<file path="config.mk">
export PLATFORM = sky130hd
export DESIGN_NAME = watch_date_uart_tx
export DESIGN_NICKNAME = d
export VERILOG_FILES = /design/src/rtl/watch_date_uart_tx.sv
export SDC_FILE = /design/constraint.sdc
export NUM_CORES = 1
export LEC_CHECK = 0
export ABC_AREA = 1
export BUFFER_PORTS_ARGS = -buffer_cell sky130_fd_sc_hd__buf_2
export CAP_MARGIN = 15
export CORE_MARGIN = 1.5
export CORE_UTILIZATION = 40
export DETAILED_ROUTE_END_ITERATION = 8
export GPL_TIMING_DRIVEN = 0
export HOLD_SLACK_MARGIN = 0.06
export MAX_ROUTING_LAYER = met4
export SLEW_MARGIN = 40
export SYNTH_ARGS = -nofsm -noshare
export SYNTH_HDL_FRONTEND = slang
export SYNTH_SLANG_ARGS = --single-unit
export TNS_END_PERCENT = 5
</file>
<file path="constraint.sdc">
create_clock -name clk -period 4 [get_ports clk]
set_input_delay 0 -clock clk [delete_from_list [all_inputs] [get_ports clk]]
set_output_delay 0 -clock clk [all_outputs]
set_load 0.05 [all_outputs]
</file>
<file path="src/rtl/watch_date_uart_tx.sv">
// Snapshots the six watch fields on a 1 s tick and sends them over UART 8N1
// as the 19-character line "YY-MM-DD hh:mm:ss\r\n".
module watch_date_uart_tx #(
  parameter int CLKS_PER_BIT = 434
) (
  input  logic       clk,
  input  logic       rst,
  input  logic       clk1sec,
  input  logic [7:0] year,
  input  logic [7:0] month,
  input  logic [7:0] day,
  input  logic [7:0] hour,
  input  logic [7:0] minute,
  input  logic [7:0] second,
  output logic       tx,
  output logic       busy,
  output logic       frame_drop
);
  localparam int TW = $clog2(CLKS_PER_BIT);
  localparam logic [TW-1:0] T_LAST = TW'(CLKS_PER_BIT - 1);

  typedef struct packed {
    logic [7:0] year;
    logic [7:0] month;
    logic [7:0] day;
    logic [7:0] hour;
    logic [7:0] minute;
    logic [7:0] second;
  } stamp_t;

  typedef enum logic [1:0] {IDLE, START, DATA, STOP} state_t;

  state_t          state, state_d;
  logic [TW-1:0]   timer, timer_d;
  logic [2:0]      bit_idx, bit_idx_d;
  logic [4:0]      char_idx, char_idx_d;
  stamp_t          snap;
  logic [7:0]      cur_char;
  logic            tx_d;
  logic            bit_end;
  logic            snap_en;

  // Values above 99 wrap to their low two decimal digits.
  function automatic logic [7:0] dig_hi(input logic [7:0] v);
    return 8'h30 + (v / 8'd10) % 8'd10;
  endfunction

  function automatic logic [7:0] dig_lo(input logic [7:0] v);
    return 8'h30 + v % 8'd10;
  endfunction

  assign busy       = (state != IDLE);
  assign frame_drop = clk1sec & busy;
  assign snap_en    = clk1sec & (state == IDLE);
  assign bit_end    = (timer == T_LAST);

  always_comb begin
    state_d    = state;
    timer_d    = timer;
    bit_idx_d  = bit_idx;
    char_idx_d = char_idx;
    case (state)
      IDLE: begin
        if (clk1sec) begin
          state_d    = START;
          timer_d    = '0;
          bit_idx_d  = '0;
          char_idx_d = '0;
        end
      end
      START: begin
        if (bit_end) begin
          timer_d   = '0;
          bit_idx_d = '0;
          state_d   = DATA;
        end else begin
          timer_d = timer + TW'(1);
        end
      end
      DATA: begin
        if (bit_end) begin
          timer_d = '0;
          if (bit_idx == 3'd7) state_d = STOP;
          else bit_idx_d = bit_idx + 3'd1;
        end else begin
          timer_d = timer + TW'(1);
        end
      end
      STOP: begin
        if (bit_end) begin
          timer_d = '0;
          if (char_idx == 5'd18) begin
            state_d = IDLE;
          end else begin
            char_idx_d = char_idx + 5'd1;
            state_d    = START;
          end
        end else begin
          timer_d = timer + TW'(1);
        end
      end
      default: state_d = IDLE;
    endcase
  end

  always_comb begin
    cur_char = 8'h0A;
    case (char_idx_d)
      5'd0:  cur_char = dig_hi(snap.year);
      5'd1:  cur_char = dig_lo(snap.year);
      5'd2:  cur_char = 8'h2D;
      5'd3:  cur_char = dig_hi(snap.month);
      5'd4:  cur_char = dig_lo(snap.month);
      5'd5:  cur_char = 8'h2D;
      5'd6:  cur_char = dig_hi(snap.day);
      5'd7:  cur_char = dig_lo(snap.day);
      5'd8:  cur_char = 8'h20;
      5'd9:  cur_char = dig_hi(snap.hour);
      5'd10: cur_char = dig_lo(snap.hour);
      5'd11: cur_char = 8'h3A;
      5'd12: cur_char = dig_hi(snap.minute);
      5'd13: cur_char = dig_lo(snap.minute);
      5'd14: cur_char = 8'h3A;
      5'd15: cur_char = dig_hi(snap.second);
      5'd16: cur_char = dig_lo(snap.second);
      5'd17: cur_char = 8'h0D;
      default: cur_char = 8'h0A;
    endcase
  end

  // tx is computed from the next state so the registered line bit lines up
  // with the state it belongs to (start bit appears right after the snapshot).
  always_comb begin
    tx_d = 1'b1;
    case (state_d)
      START:   tx_d = 1'b0;
      DATA:    tx_d = cur_char[bit_idx_d];
      default: tx_d = 1'b1;
    endcase
  end

  always_ff @(posedge clk or negedge rst) begin
    if (!rst) begin
      state    <= IDLE;
      timer    <= '0;
      bit_idx  <= '0;
      char_idx <= '0;
      snap     <= '0;
      tx       <= 1'b1;
    end else begin
      state    <= state_d;
      timer    <= timer_d;
      bit_idx  <= bit_idx_d;
      char_idx <= char_idx_d;
      tx       <= tx_d;
      if (snap_en) snap <= {year, month, day, hour, minute, second};
    end
  end

endmodule

</file>
==> results_dict.tcl, run 1 <==
set metrics [dict create \
    layout_worst_path_cycle_share 0.980 \
    die_h_um 144 \
    tightest_slew_ns 0.746 \
    yosys_most_used_dff "dfrtp_1" \
    ys_seq_elements 68 \
    cp-end-kind "flip-flop" \
    vias 8776 \
    io_buffer_count 53 \
    clkSinkCount 68 \
    setup_viol 0 \
    cts_tree "yes" \
    synth.avg_cell_area_um2 6.35 \
    firstDrtPassIters 7 \
    slowest_delay_ns 0.47 \
    grt_max_degree 44 \
    cts-buffers-inserted 9 \
    wl_mm 23.3 \
    drtIter0Drc 531 \
    core-area_um2 19500 \
    highest_layer "met4" \
    synth_edf_count 0 \
    dieArea_um2 20800 \
    fin_crit_ns 3.92 \
    hp-class "in -> async" \
    area.growth.synth_to_final_pct 37.4 \
    gp_congestion 0.983 \
    rsz0062_at_grt "true" \
    antenna_found_initial 0 \
    slew_headroom 0.503 \
    max_freq_mhz 255 \
    postRouteAntennaNets 0 \
    worst_slack_ns 0.0819 \
    rows 51 \
    grt_pass1_wl_mm 35.7 \
    synth_nets 1349 \
    pin_count 54 \
    crit_top_cell "nand2_4" \
    cts.clk_slew.worst_paths_ns 0.06 \
    clockRootBuffer "clkbuf_16" \
    multi_input_area_um2 6380 \
    netlist_instances 1259 \
    layout_commonest_cell "nand2_1" \
    drt-met1-wl_mm 10.8 \
    critPathArrivalTime_ns 4.19 \
    antennaDiodeCount 0 \
    fillers 1921 \
    criticalPathCategory "reg -> reg" \
    h-tree-depth 3 \
    die_w_um 144 \
    ys_warn_count 0 \
    path_max_fanout 5 \
    dp_hpwl_mm 16.9 \
    start_kind "flip-flop" \
    nNetsFinal 1551 \
    worst-path-buf-inv 2 \
    cp_top_family "simple AND/OR/NAND/NOR gates" \
    grt_pass1_vias 7703 \
    layout-drive-gt1-share 0.332 \
    pre_cts_slack_ns -0.568 \
    drv_slew 0 \
    wl_met3_um 748 \
    layout_common_cells "nand2_1 (239), inv_1 (149), nor2_1 (121), nand3_1 (101), buf_4 (87)" \
    synthDistinctLibCells 62 \
    finalClockSkew_ns 0.00714 \
    hold_viol_final 0 \
    area.sequential_um2 1720 \
    vias_per_cell 5.07 \
    cpMaxStageDelayCell "dfrtp_2" \
    synthArstFlopShare 1.00 \
    netlist_area_um2 7990 \
    cap_violations 0 \
    wl_per_cell_um 13.4 \
    grt_usage 0.222 \
    wl_met2_mm 11.1 \
    critPathRequiredTime_ns 4.28 \
    outcome "complete, no violations" \
    drcViolationCount 0 \
    clk_latency_ns 0.35 \
    initial_core_util 0.409 \
    ys_seq_area_frac 0.213 \
    grt_overflow 0 \
    clk_path_buf_depth 2 \
]
## metrics by stage
step | cells | instance area, um^2 | setup TNS, ns | util | hold slack [ns]
final | 1731 | 11000 | 0 | 0.562 | 0.0899
after CTS | 1662 | 9670 | 0 | 0.495 | 0.0870
after global routing | 1731 | 11000 | -0.209 | 0.562 | 0.129
after floorplan | 1259 | 7990 | 0 | - | -0.296
after global placement | 1577 | 8590 | -0.609 | 0.440 | 0.231
after detailed placement | 1578 | 8620 | -0.568 | 0.442 | -0.109
## cell usage after synthesis, types with 2 or more instances
library cell / instances / share of area
nand2_1: 289 / 0.14
inv_1: 164 / 0.077
nor2_1: 137 / 0.064
nand3_1: 127 / 0.080
a21oi_1: 73 / 0.046
dfrtp_1: 67 / 0.21
nand2_2: 67 / 0.052
ha_1: 39 / 0.061
inv_2: 35 / 0.016
o21ai_0: 34 / 0.021
nand3_2: 26 / 0.033
nand4_1: 19 / 0.015
nor3_1: 19 / 0.012
nand2_4: 18 / 0.025
o21ai_1: 15 / 0.0094
o211ai_1: 10 / 0.0094
o21ai_2: 10 / 0.011
clkbuf_1: 9 / 0.0042
a21oi_2: 7 / 0.0077
mux2_2: 7 / 0.0099
nand3b_1: 7 / 0.0066
xor2_1: 7 / 0.0077
nor2_2: 6 / 0.0047
o2111ai_1: 5 / 0.0055
o22ai_1: 5 / 0.0039
o21ai_4: 4 / 0.0081
xnor2_1: 4 / 0.0044
a21o_1: 3 / 0.0028
a21oi_4: 3 / 0.0061
a22oi_1: 3 / 0.0028
nor2_4: 3 / 0.0042
nor3b_1: 3 / 0.0028
o31ai_1: 3 / 0.0028
a21boi_2: 2 / 0.0028
or2_0: 2 / 0.0016
## worst paths after layout
path,slack [ns],cells past startpoint,to,from
min reg2reg,0.52,2,snap[16],snap[16]
max in group asynchronous,3.38,3,snap[6],rst
max,0.08,36,tx,snap[39]
max reg2reg,0.08,36,tx,snap[39]
min in group clk,0.42,3,snap[40],year[0]
min,0.09,2,timer[3],rst
## sequential cells by signal, indices dropped and copies added, names as in the netlist
register  flops
snap         48
tx            1
state         2
char_idx      5
bit_idx       3
timer         9
## kinds of logic after synthesis
group                      count (synthesis)  synth area share
and+or+nand+nor                          734             0.450
AOI/OAI and AO/OA                        189             0.153
adders and majority gates                 39            0.0611
xor gates and xnor gates                  11            0.0121
buffers and inverters                    210            0.0996
DFF                                       68             0.213
muxes                                      8            0.0111
## cell type report
class	instances	area share
Multi-Input combinational cell	981	0.581
Sequential cell	68	0.157
Timing Repair Buffer	191	0.132
Inverter	201	0.0703
Tap cell	265	0.0302
Clock buffer	12	0.0215
Clock inverter	4	0.00456
Buffer	9	0.00330
## worst register-to-register path, delay by kind of cell (launching register included)
| family | cells | cell delay (ns) |
|---|---|---|
| compound gates | 4 | 0.56 |
| fa+ha+maj | 1 | 0.27 |
| buf+inv | 2 | 0.24 |
| flops | 1 | 0.47 |
| simple gates | 29 | 2.30 |
## timing repair
action                                 in CTS  in global routing
pin swaps                                  21                 95
gates resized for setup                    37                188
setup endpoints to repair                   1                  1
buffers inserted                           18                 69
endpoints found under the hold margin     117                  0
hold buffers                               50                  0
## layer usage
layer / track usage / vias to the layer above
li1: - / 4521
met1: 0.285 / 4088
met2: 0.363 / 138
met3: 0.0248 / 29
met4: 0.0792 / 0
met5: - / -
Power of run 1 is not shown: default switching activity piles up to over one toggle a cycle in this logic, so the estimate is an artifact.
==> inputs of run 2 (changes only) <==
--- a/config.mk
+++ b/config.mk
@@ -15,4 +15,5 @@
 export HOLD_SLACK_MARGIN = 0.06
 export MAX_ROUTING_LAYER = met4
+export PLACE_DENSITY = 0.68
 export SLEW_MARGIN = 40
 export SYNTH_ARGS = -nofsm -noshare
==> constraint.sdc (replaced) <==
create_clock -name clk -period 4 [get_ports clk]
set_input_delay 0 -clock clk [delete_from_list [all_inputs] [get_ports clk]]
set_output_delay 0 -clock clk [all_outputs]
set_load 0.005 [all_outputs]
==> results_dict.tcl, run 2 (synthesis gave the netlist of run 1 again) <==
set metrics [dict create \
    outcome "complete, no violations" \
    layout_worst_path_cycle_share 0.985 \
    crit_top_cell "nand2_2" \
    postRouteAntennaNets 0 \
    cap_violations 0 \
    antenna_found_initial 0 \
    cts.clk_slew.worst_paths_ns 0.06 \
    drcViolationCount 0 \
    drv_slew 0 \
    critPathArrivalTime_ns 4.23 \
    drtIter0Drc 487 \
    max_freq_mhz 254 \
    grt_max_degree 42 \
    slowest_delay_ns 0.45 \
    cpMaxStageDelayCell "dfrtp_2" \
    grt_pass1_vias 7829 \
    dieArea_um2 20800 \
    whs_ns 0.0775 \
    grt_pass1_wl_mm 36.5 \
    vias 8791 \
    hold_viol_final 0 \
    critPathRequiredTime_ns 4.29 \
    clkSinkCount 68 \
    clockRootBuffer "clkbuf_16" \
    rows 51 \
    area.growth.synth_to_final_pct 33.7 \
    layout_commonest_cell "nand2_1" \
    finalClockSkew_ns 0.00242 \
    clk_latency_ns 0.35 \
    gp_congestion 0.951 \
    io_buffer_count 53 \
    grt_overflow 0 \
    initial_core_util 0.409 \
    core-area_um2 19500 \
    cp-end-kind "flip-flop" \
    layout.cells.non_filler 1715 \
    h-tree-depth 3 \
    start_kind "flip-flop" \
    grt_usage 0.227 \
    cts-buffers-inserted 9 \
    vias_per_cell 5.13 \
    criticalPathCategory "reg -> reg" \
    tightest_slew_ns 0.739 \
    wl_mm 23.2 \
    nNetsFinal 1535 \
    pin_count 54 \
    fin_crit_ns 3.94 \
    firstDrtPassIters 5 \
    cts_tree "yes" \
    top_regs "snap: 48 flops, timer: 9 flops, char_idx: 5 flops" \
    die_w_um 144 \
    place_inst 1578 \
    largest_register_ffs 48 \
    antennaDiodeCount 0 \
    hp-class "in -> async" \
    top_register "snap" \
    clk_path_buf_depth 2 \
    layout-drive-gt1-share 0.318 \
    rsz0062_at_grt "true" \
    wl_per_cell_um 13.5 \
    path_max_fanout 7 \
    setup_viol 0 \
    layout_common_cells "nand2_1 (250), inv_1 (150), nor2_1 (123), nand3_1 (102), nand2_2 (75)" \
    die_h_um 144 \
    slew_headroom 0.507 \
    dp_hpwl_mm 16.5 \
]
-- run 2: cell types whose count changed in the layout (fill, tap and decap cells not counted), sizes merged --
| cell | before | now |
|---|---|---|
| clkbuf | 21 | 19 |
| clkinvlp | 2 | 1 |
| bufinv | 1 | 0 |
| clkinv | 2 | 6 |
| buf | 141 | 125 |
-- run 2: metrics by stage --
| step | utilization | instance area [um^2] | worst slack, ns | TNS, ns |
|---|---|---|---|---|
| after CTS | 0.497 | 9710 | 0.00331 | 0 |
| after global routing | 0.547 | 10700 | -0.206 | -0.206 |
| after global placement | 0.440 | 8590 | -0.614 | -0.614 |
| final | 0.547 | 10700 | 0.0583 | 0 |
| after floorplan | - | 7990 | 0.384 | 0 |
| after detailed placement | 0.442 | 8620 | -0.584 | -0.584 |
-- run 2: final cells by class --
cell class / count / area, um^2
Buffer: 9 / 36.3
Clock buffer: 10 / 239
Clock inverter: 6 / 40.0
Fill cell: 1907 / 8840
Inverter: 201 / 767
Multi-Input combinational cell: 981 / 6220
Sequential cell: 68 / 1720
Tap cell: 265 / 332
Timing Repair Buffer: 175 / 1340
-- run 2: what timing repair did --
action / 4_1_cts / 5_1_grt
pin swaps: 22 / 75
endpoints found under the hold margin: 117 / 0
hold buffers: 50 / 0
endpoints found under the setup margin: 1 / 1
resized for setup: 45 / 144
buffers inserted: 18 / 53
cloned: 0 / 0
-- run 2: routing by layer --
layer	vias up	GRT usage	wire, um
li1	4494	-	-
met1	4039	0.286	10400
met2	208	0.367	11100
met3	50	0.0331	995
met4	0	0.0888	732
met5	-	-	0
-- run 2: final timing paths --
check / start / to / slack, ns / cells after the start
setup / recovery: snap[6] / tx / 0.06 / 34
hold / removal: rst / snap[44] / 0.08 / 2
setup reg to reg: snap[6] / tx / 0.06 / 34
hold reg to reg: snap[24] / snap[24] / 0.51 / 1
max in group asynchronous: rst / tx / 3.35 / 3
min in group clk: year[0] / snap[40] / 0.41 / 3
-- run 2: worst max-delay path, delay by kind of cell, from the launching register on --
| kind | cells | cell delay, ns |
|---|---|---|
| compound gates | 6 | 0.76 |
| fa+ha+maj | 1 | 0.27 |
| simple gates | 25 | 2.26 |
| flops | 1 | 0.45 |
| buf+inv | 2 | 0.15 |
Power of run 2 is left out for the same reason.
==> inputs of run 3 (changes only) <==
CORE_UTILIZATION = 55   (was 40)
PLACE_DENSITY = 0.85   (was 0.68)
==> results_dict.tcl, run 3 (synthesis gave the netlist of run 1 again) <==
set metrics [dict create \
    outcome "finished, violations left" \
    violations "setup timing" \
    fin_area_um2 10800 \
    finalClockSkew_ns 0.00339 \
    crit_cells 36 \
    cts.clk_slew.worst_paths_ns 0.06 \
    gp_congestion 1.01 \
    multi_input_area_um2 6350 \
    clk_path_buf_depth 2 \
    cts-buffers-inserted 9 \
    drv_slew 0 \
    cp-end-kind "flip-flop" \
    layout_commonest_cell "nand2_1" \
    area.sequential_um2 1720 \
    clk_latency_ns 0.36 \
    grt_pass1_wl_mm 35.3 \
    grt_max_degree 44 \
    io_buffer_count 53 \
    layout-drive-gt1-share 0.326 \
    critPathRequiredTime_ns 4.29 \
    clkSinkCount 68 \
    worst-path-buf-inv 3 \
    grt_usage 0.301 \
    crit_end "tx" \
    pin_count 54 \
    rows 43 \
    finalCoreUtilization 0.768 \
    max_freq_mhz 243 \
    crit_start "snap[37]" \
    cts_tree "yes" \
    layout_worst_path_cycle_share 1.03 \
    top_regs "snap: 48 flops, timer: 9 flops, char_idx: 5 flops" \
    top_register "snap" \
    die_h_um 124 \
    reg2reg_from "snap[37]" \
    drcViolationCount 0 \
    wl_per_cell_um 15.9 \
    tightest_slew_ns 0.949 \
    fillers 936 \
    postRouteAntennaNets 0 \
    initial_core_util 0.569 \
    grt_overflow 0 \
    clockRootBuffer "clkbuf_16" \
    cap_violations 0 \
    dp_hpwl_mm 15.8 \
    criticalPathCategory "reg -> reg" \
    critPathArrivalTime_ns 4.41 \
    hold_viol_final 0 \
    nNetsFinal 1543 \
    crit-reg2reg-capture "tx" \
    slew_headroom 0.367 \
    rrSetupSlack_ns -0.12 \
    vias 9443 \
    cp_top_family "simple AND/OR/NAND/NOR gates" \
    hp-class "in -> async" \
    antennaDiodeCount 0 \
    worst_slack_ns -0.118 \
    firstDrtPassIters 5 \
    slowest_delay_ns 0.48 \
    largest_register_ffs 48 \
    layout_common_cells "nand2_1 (242), inv_1 (150), nor2_1 (120), nand3_1 (104), nand2_2 (80)" \
    rsz0062_at_grt "true" \
    vias_per_cell 5.77 \
    whs_ns 0.0769 \
    cpMaxStageDelayCell "dfrtp_2" \
    core-area_um2 14000 \
    area.growth.synth_to_final_pct 35.0 \
    reg2reg_depth 36 \
    pre_cts_slack_ns -0.499 \
    crit_top_cell "nand2_4" \
    start_kind "flip-flop" \
    fin_crit_ns 4.12 \
    h-tree-depth 3 \
    path_max_fanout 7 \
    antenna_found_initial 0 \
    grt_pass1_vias 7904 \
    placed_area_um2 8510 \
    wl_mm 26.0 \
    dieArea_um2 15300 \
    drtIter0Drc 878 \
    setup_viol 1 \
    die_w_um 124 \
]
-- run 3: worst min path at each step --
stage | start | end | slack [ns]
4_1_cts | rst | timer[3] | 0.08
2_1_floorplan | rst | bit_idx[0] | -0.30
3_3_place_gp | year[0] | snap[40] | 0.23
6_report | rst | timer[3] | 0.08
5_1_grt | rst | timer[3] | 0.11
3_5_place_dp | rst | timer[3] | -0.12
-- run 3: layer usage --
metal	up-vias	track usage	wire, um
li1	4499	-	-
met1	4381	0.372	10400
met2	439	0.485	12600
met3	124	0.0406	1670
met4	0	0.146	1290
met5	-	-	0
-- run 3: repair_timing --
action                                 4_1_cts  5_1_grt
resized for setup                           38      177
hold buffers                                50        0
endpoints found under the hold margin      117        0
pin swaps                                   17       89
setup endpoints to repair                    1        1
buffers inserted                            18       61
-- run 3: cell type report --
cell class / count / area share
well taps: 180 / 0.0209
multi-input cells: 981 / 0.589
clock buffers: 12 / 0.0238
flip-flops and latches: 68 / 0.159
plain buffers: 9 / 0.00313
inverters: 201 / 0.0711
clock inverters: 2 / 0.00325
repair buffers: 183 / 0.130
-- run 3: worst reg2reg max path, delay by kind of cell, from the launching register on --
family / cells / cell delay (ns)
AND/OR/NAND/NOR: 27 / 2.21
AO/OA/AOI/OAI: 5 / 0.78
flip-flops: 1 / 0.48
adder cells (fa/ha/maj): 1 / 0.30
buffers and inverters: 3 / 0.26
-- run 3: per-stage QoR --
stage,cells,TNS (ns)
floorplan,1259,0
finish,1636,-0.118
global placement,1492,-0.534
global route,1636,-0.389
detailed placement,1493,-0.499
CTS,1575,0
Power of run 3 is left out for the same reason.
